--- config.mk ---
export PLATFORM = sky130hd
export DESIGN_NAME = ysyx_2022040010_addr_router
export DESIGN_NICKNAME = d
export VERILOG_FILES = /design/src/rtl/ysyx_2022040010_addr_router.sv
export SDC_FILE = /design/constraint.sdc
export NUM_CORES = 1
export LEC_CHECK = 0
export CAP_MARGIN = 20
export CELL_PAD_IN_SITES_DETAIL_PLACEMENT = 1
export CELL_PAD_IN_SITES_GLOBAL_PLACEMENT = 1
export CORE_AREA = 2 2 199 201
export CTS_CLUSTER_SIZE = 8
export DETAILED_ROUTE_END_ITERATION = 10
export DIE_AREA = 0 0 201 203
export PLACE_DENSITY = 0.81
export SYNTH_ARGS = -nofsm -noshare
export SYNTH_HDL_FRONTEND = slang
export SYNTH_SLANG_ARGS = --single-unit
--- constraint.sdc ---
create_clock -name clk -period 10 [get_ports clk]
set_input_delay 2.5 -clock clk [delete_from_list [all_inputs] [get_ports clk]]
set_output_delay 2.5 -clock clk [all_outputs]
set_load 0.02 [all_outputs]
--- src/rtl/ysyx_2022040010_addr_router.sv ---
// Address decoder and single-outstanding request router: one upstream memory port
// fanned out to N_CH base/size windows, with error completion for holes and silent targets.
module ysyx_2022040010_addr_router #(
  parameter int ADDR_W = 64,
  parameter int DATA_W = 64,
  parameter int N_CH = 2,
  parameter logic [N_CH*ADDR_W-1:0] REG_BASE = {64'h0000_0000_A000_0000, 64'h0000_0000_8000_0000},
  parameter logic [N_CH*ADDR_W-1:0] REG_SIZE = {64'h0000_0000_1000_0000, 64'h0000_0000_0800_0000},
  parameter int TIMEOUT = 256
) (
  input  logic                     clk,
  input  logic                     rst,
  input  logic                     req_valid,
  output logic                     req_ready,
  input  logic [ADDR_W-1:0]        req_addr,
  input  logic                     req_wen,
  input  logic [DATA_W-1:0]        req_wdata,
  input  logic [DATA_W/8-1:0]      req_wmask,
  output logic                     rsp_valid,
  input  logic                     rsp_ready,
  output logic [DATA_W-1:0]        rsp_rdata,
  output logic                     rsp_err,
  output logic [N_CH-1:0]          ch_req_valid,
  input  logic [N_CH-1:0]          ch_req_ready,
  output logic [ADDR_W-1:0]        ch_req_addr,
  output logic                     ch_req_wen,
  output logic [DATA_W-1:0]        ch_req_wdata,
  output logic [DATA_W/8-1:0]      ch_req_wmask,
  input  logic [N_CH-1:0]          ch_rsp_valid,
  input  logic [N_CH*DATA_W-1:0]   ch_rsp_rdata,
  output logic [N_CH-1:0]          ch_rsp_ready,
  output logic [N_CH-1:0]          sel,
  output logic [31:0]              fault_cnt
);

  localparam int CNT_W = $clog2(TIMEOUT) + 1;

  typedef enum logic [1:0] {S_IDLE, S_CREQ, S_CRSP, S_DONE} state_t;

  state_t               r_state;
  logic [N_CH-1:0]      r_sel;
  logic [ADDR_W-1:0]    r_addr;
  logic                 r_wen;
  logic [DATA_W-1:0]    r_wdata;
  logic [DATA_W/8-1:0]  r_wmask;
  logic [DATA_W-1:0]    r_rdata;
  logic                 r_err;
  logic [31:0]          r_fault;
  logic [CNT_W-1:0]     r_tmo;

  logic [N_CH-1:0]      w_hitSel;
  logic [DATA_W-1:0]    w_chData;
  logic                 w_reqHs;
  logic                 w_rspHs;
  logic                 w_tmoHit;
  logic [31:0]          w_faultNext;

  // Walk windows from high to low index so the lowest matching window is the one left standing.
  always_comb begin : decode
    logic [ADDR_W-1:0] base;
    logic [ADDR_W-1:0] size;
    logic [ADDR_W:0]   limit;
    w_hitSel = '0;
    base     = '0;
    size     = '0;
    limit    = '0;
    for (int k = N_CH - 1; k >= 0; k--) begin
      base  = REG_BASE[k*ADDR_W +: ADDR_W];
      size  = REG_SIZE[k*ADDR_W +: ADDR_W];
      limit = {1'b0, base} + {1'b0, size};
      if ((size != '0) && (req_addr >= base) && ({1'b0, req_addr} < limit)) begin
        w_hitSel    = '0;
        w_hitSel[k] = 1'b1;
      end
    end
  end

  always_comb begin
    w_chData = '0;
    for (int k = 0; k < N_CH; k++) begin
      if (r_sel[k]) w_chData = ch_rsp_rdata[k*DATA_W +: DATA_W];
    end
  end

  assign w_reqHs     = |(ch_req_ready & r_sel);
  assign w_rspHs     = |(ch_rsp_valid & r_sel);
  // A request handshake on the last allowed cycle pushes the counter past TIMEOUT-1, hence >=.
  assign w_tmoHit    = (r_tmo >= CNT_W'(TIMEOUT - 1));
  assign w_faultNext = (r_fault == 32'hFFFF_FFFF) ? r_fault : r_fault + 32'd1;

  always_ff @(posedge clk or posedge rst) begin
    if (rst) begin
      r_state <= S_IDLE;
      r_sel   <= '0;
      r_addr  <= '0;
      r_wen   <= 1'b0;
      r_wdata <= '0;
      r_wmask <= '0;
      r_rdata <= '0;
      r_err   <= 1'b0;
      r_fault <= '0;
      r_tmo   <= '0;
    end else begin
      case (r_state)
        S_IDLE: begin
          if (req_valid) begin
            r_addr  <= req_addr;
            r_wen   <= req_wen;
            r_wdata <= req_wdata;
            r_wmask <= req_wmask;
            r_sel   <= w_hitSel;
            r_tmo   <= '0;
            if (|w_hitSel) begin
              r_state <= S_CREQ;
            end else begin
              r_state <= S_DONE;
              r_err   <= 1'b1;
              r_rdata <= '0;
              r_fault <= w_faultNext;
            end
          end
        end
        S_CREQ: begin
          r_tmo <= r_tmo + CNT_W'(1);
          if (w_reqHs) begin
            r_state <= S_CRSP;
          end else if (w_tmoHit) begin
            r_state <= S_DONE;
            r_sel   <= '0;
            r_err   <= 1'b1;
            r_rdata <= '0;
            r_fault <= w_faultNext;
          end
        end
        S_CRSP: begin
          r_tmo <= r_tmo + CNT_W'(1);
          if (w_rspHs) begin
            r_state <= S_DONE;
            r_err   <= 1'b0;
            r_rdata <= w_chData;
          end else if (w_tmoHit) begin
            r_state <= S_DONE;
            r_sel   <= '0;
            r_err   <= 1'b1;
            r_rdata <= '0;
            r_fault <= w_faultNext;
          end
        end
        S_DONE: begin
          if (rsp_ready) begin
            r_state <= S_IDLE;
            r_sel   <= '0;
            r_err   <= 1'b0;
            r_rdata <= '0;
          end
        end
        default: r_state <= S_IDLE;
      endcase
    end
  end

  assign req_ready    = (r_state == S_IDLE);
  assign rsp_valid    = (r_state == S_DONE);
  assign rsp_rdata    = r_rdata;
  assign rsp_err      = r_err;
  assign ch_req_valid = (r_state == S_CREQ) ? r_sel : '0;
  assign ch_rsp_ready = (r_state == S_CRSP) ? r_sel : '0;
  assign ch_req_addr  = r_addr;
  assign ch_req_wen   = r_wen;
  assign ch_req_wdata = r_wdata;
  assign ch_req_wmask = r_wmask;
  assign sel          = r_sel;
  assign fault_cnt    = r_fault;

endmodule

# Yosys cells after proc, flatten, opt, wreduce, memory -nomap -nowiden
# Index checks and enable logic that the tools add are counted.
# word_totals
out_inout_bits,242
register_bits,247
inputBits,273
# op_classes
reduce_logical,15
bitwise,2
muxes,41
addsub,2
eq_ne,9
n_lt_le_gt_ge,5
# ops
operator,count
$mux W64,8
$pmux W64 S4,1
$mux W32,6
$ge A64 B32 Y1 const B,2
$lt A64 B32 Y1 const B,2
$pmux W32 S3,1
$add A32 B1 Y32 const B,1
$eq A32 B32 Y1 const B,1
$mux W2,14
$pmux W9 S2,1
$pmux W2 S4,2
$add A9 B1 Y9 const B,1
$ge A9 B8 Y1 const B,1
$mux W9,1
$ne A2 B2 Y1 const B,4
$reduce_and A4 Y1,2
$reduce_or A2 Y1,4
$mux W1,6
$reduce_and A2 Y1,3
$reduce_and A5 Y1,1
$and A2 B2 Y2,2
$eq A2 B2 Y1 const B,2
$pmux W1 S4,1
$reduce_bool A3 Y1,1
other kinds (5),6

# Logic depth before layout (Yosys ltp)
# logic_depth
depth_word,8
depth_mapped,12
ltp_nobuf,10

# Worst setup path before layout
# OpenSTA, ideal clock, no wires.
# synth_timing
path_type,input port to flip-flop
from,in req_addr[53]
to,reg r_rdata[47] (netlist: rsp_rdata[47])
path_slack_ns,5.964
n_path_buf,1
required_ns,9.925
t_arrival_ns,3.961
setup_time_ns,0.075
stages,7
path_cell_list,nor4_1 > nand4_1 > nor4b_2 > and2b_4 > o31ai_4 > buf_8 > o2bb2ai_2
# synth_via
elab_chain_cells,7
elab_cells_between_ends,11
cone_classes,order compare (4); eq/ne (1); mux (2); reduce/logical (4)
# synth_lines
element,line_no,text
start: declaration,15,"input logic [ADDR_W-1:0] req_addr,"
$ge A64 B32 Y1 or $lt A64 B32 Y1 (tied branches),71,"if ((size != '0) && (req_addr >= base) && ({1'b0, req_addr} < limit)) begin"
$logic_and A1 B1 Y1,71,
$mux W2,71,
$mux W2 (*),71,
$reduce_or A2 Y1 (*),113,if (|w_hitSel) begin
$ne A2 B2 Y1 (no source line) (*),n/a,
$reduce_and A4 Y1 (no source line) (*),n/a,
end signal: assignment,140,r_rdata <= w_chData;
end: declaration,46,logic [DATA_W-1:0] r_rdata;
# Every way passes the cells marked *; elsewhere a longest branch is shown, timed or not.
# A chain may end at the register's enable or synchronous reset.

# Worst setup path in the final report
# layout_timing
from,in req_addr[62]
to,reg r_rdata[20] (netlist: rsp_rdata[20])
# Same word-level chain as after synthesis.

==> results.toml <==
[status]
status = "completed"

[finish]
fin_area_sq_um = 17100
mostFrequentLayoutCell = "clkdlybuf4s50_1"
layout_common_cells = "clkdlybuf4s50_1, dfrtp_1, mux2_2, a22oi_1, o2bb2ai_1"
synthToLayoutAreaGrowth_pct = 62.2
layout.nets = 1563
drive_above_1_share = 0.163

[clocking]
cts_resized = 0
cts-hold-fix-buffers = 0
cts-root-buf = "clkbuf_16"
cts_max_path_buffers = 3
cts_tree = "done"
path_clk_slew_ns = 0.05
cts.sinks = 247
cts_inserted_buffers = 36
clk-insertion-delay-late_ns = 0.54
htreeDepth = 2
cts_setup_buffers = 0

[timing]
tightestPinTransition_ns = 1.03
rsz0062_at_grt = "false"
setup_viol = 0
setup_tns_ns = 0
timing.fmax_ghz = 0.195
fin_crit_sh = 0.512
min_period_ns = 5.12
drv_slew = 0
slew_headroom = 0.312
finalHoldViolCount = 0
clock_skew_ns = 0.0111

[setup_path]
crit_arrival_ns = 5.55
worstPathMaxFanout = 64
critPathKind = "input port to flip-flop"
critPathTopFamily = "simple AND/OR/NAND/NOR gates"
cpMaxStageDelayCell = "buf_4"
crit_required_ns = 10.43
critPathCaptureType = "flip-flop"
reg2reg_from = "r_state[0]$_DFFE_PP0P_"
worst_setup_path_startpoint = "req_addr[62]"
max_stage_delay_ns = 0.62
cp-start-kind = "input port"
critPathBufInv = 2
crit_chain = "clkdlybuf4s50_1 > nor4_1 > and4b_1 > nor4b_2 > and2b_4 > o31ai_4 > buf_4 > o2bb2ai_1"

[synthesis]
synth_area_sq_um = 10500
yosys.area.top_type_share = 0.587
synth.largest_area_cell = "dfrtp_1"
seq_area_frac_synth = 0.587
syn_inst = 772
synth_seq_cells = 247
synth.avg_cell_area_sq_um = 13.6
synthesis.nets = 1053
synth_warnings = 0
synth_edf_count = 0
async_flop_share = 1.00
synth_ff_type = "dfrtp_1"
synth_cell_types = 49
ys_top_cells_by_area = "dfrtp_1, mux2_2, a22oi_1, o2bb2ai_1, xnor2_1"

[detailed_routing]
vias_per_cell = 4.79
wl_microns = 40100
dr.pass1.iters = 4
vias = 8645
drc = 0
post_drt_wl_per_cell_microns = 22.2
drtIter0Drc = 376
ant_nets = 0

[floorplan]
die_area_sq_um = 40800
die_w_microns = 201
rows = 72
fp.dieH_microns = 203
core_sq_um = 38500
ios = 515
initial_utilization = 0.274

[grt]
grt_use_total = 0.191
grt_overflow = 0
grt_pass1_wl_microns = 60000
grt_pass1_vias = 9920
antenna_found_initial = 2
grt_max_degree = 146

[placement]
gp_congestion = 0.818
dpl.hpwl_microns = 29000
io_buffers = 514
dpl_cell_area_sq_um = 16100

[job]
cap_viol_max_count = 0

[power_and_ir_drop]
vdd_drop_max_mv = 0.200
p_per_area_nw_per_um2 = 268
leakagePower_nw = 6.77

[hold_path]
hold_path.startpoint = "rsp_rdata[61]$_DFFE_PP0P_"
hold_path.class = "flip-flop to flip-flop"
## flip-flops by register name, indices dropped and copies added, names as in the netlist
register and cells:
rsp_err 1, sel 2, r_state 2, fault_cnt 32, r_tmo 9, ch_req_wdata 64, ch_req_addr 64, rsp_rdata 64
ch_req_wen 1, ch_req_wmask 8
## per-layer routing
layer | global-route usage | up-vias | share of wire
met5 | 0 | - | 0.00032
met3 | 0.0682 | 89 | 0.079
li1 | - | 3887 | -
met2 | 0.341 | 324 | 0.52
met1 | 0.205 | 4343 | 0.37
met4 | 0.0783 | 2 | 0.034
## logic make-up after synthesis
logic type               after synthesis  share of synthesized area
adder cells (fa/ha/maj)                8                    0.00950
flip-flops                           247                      0.587
buffers and inverters                 57                     0.0319
multiplexers                         140                      0.149
AND/OR/NAND/NOR                      129                     0.0707
AO/OA/AOI/OAI                        161                      0.127
XOR/XNOR                              30                     0.0249
## power by group
group	internal (mW)	leakage [nW]	switching [mW]
Clock	0.642	0.467	0.445
Combinational	0.960	3.17	1.00
Sequential	1.32	3.14	0.205
## synth_stat cells, types with 8 or more instances
master / count
xnor2_1: 29
nor4_1: 10
clkbuf_1: 29
o21ai_0: 9
ha_1: 8
inv_1: 8
o2bb2ai_2: 11
nand3_1: 23
a22oi_1: 65
dfrtp_1: 247
and3_1: 11
nor2_1: 14
nand2_1: 21
nand4_1: 13
o2bb2ai_1: 53
mux2_2: 138
## worst paths after layout
path | end | depth (start not counted) | slack [ns]
setup / recovery | rsp_rdata[20]$_DFFE_PP0P_ | 8 | 4.88
hold / removal | rsp_rdata[61]$_DFFE_PP0P_ | 1 | 0.48
setup reg to reg | ch_req_addr[20]$_DFFE_PP0P_ | 5 | 6.90
hold reg to reg | rsp_rdata[61]$_DFFE_PP0P_ | 1 | 0.48
max in group asynchronous | rsp_rdata[26]$_DFFE_PP0P_ | 3 | 6.11
min in group asynchronous | rsp_rdata[31]$_DFFE_PP0P_ | 2 | 2.46
## metrics by stage
stage | instances | hold slack, ns | setup WS [ns] | total power [mW] | util
3_3_place_gp | 1760 | 0.470 | 4.38 | 3.41 | 0.418
6_report | 1804 | 0.481 | 4.88 | 4.57 | 0.444
2_1_floorplan | 772 | 0.472 | 0.713 | 2.60 | -
3_5_place_dp | 1761 | 0.473 | 4.28 | 3.47 | 0.419
5_1_grt | 1804 | 0.506 | 4.71 | 4.79 | 0.444
4_1_cts | 1802 | 0.489 | 4.84 | 4.62 | 0.444
## cell type report
cell class,count,area (sq um)
Sequential cell,247,6180
Inverter,8,37.5
Antenna cell,1,2.50
Tap cell,518,648
Timing Repair Buffer,521,5230
Fill cell,4031,21400
Clock inverter,3,45.0
Multi-Input combinational cell,468,4030
Clock buffer,38,908
(Power assumes the default switching activity.)
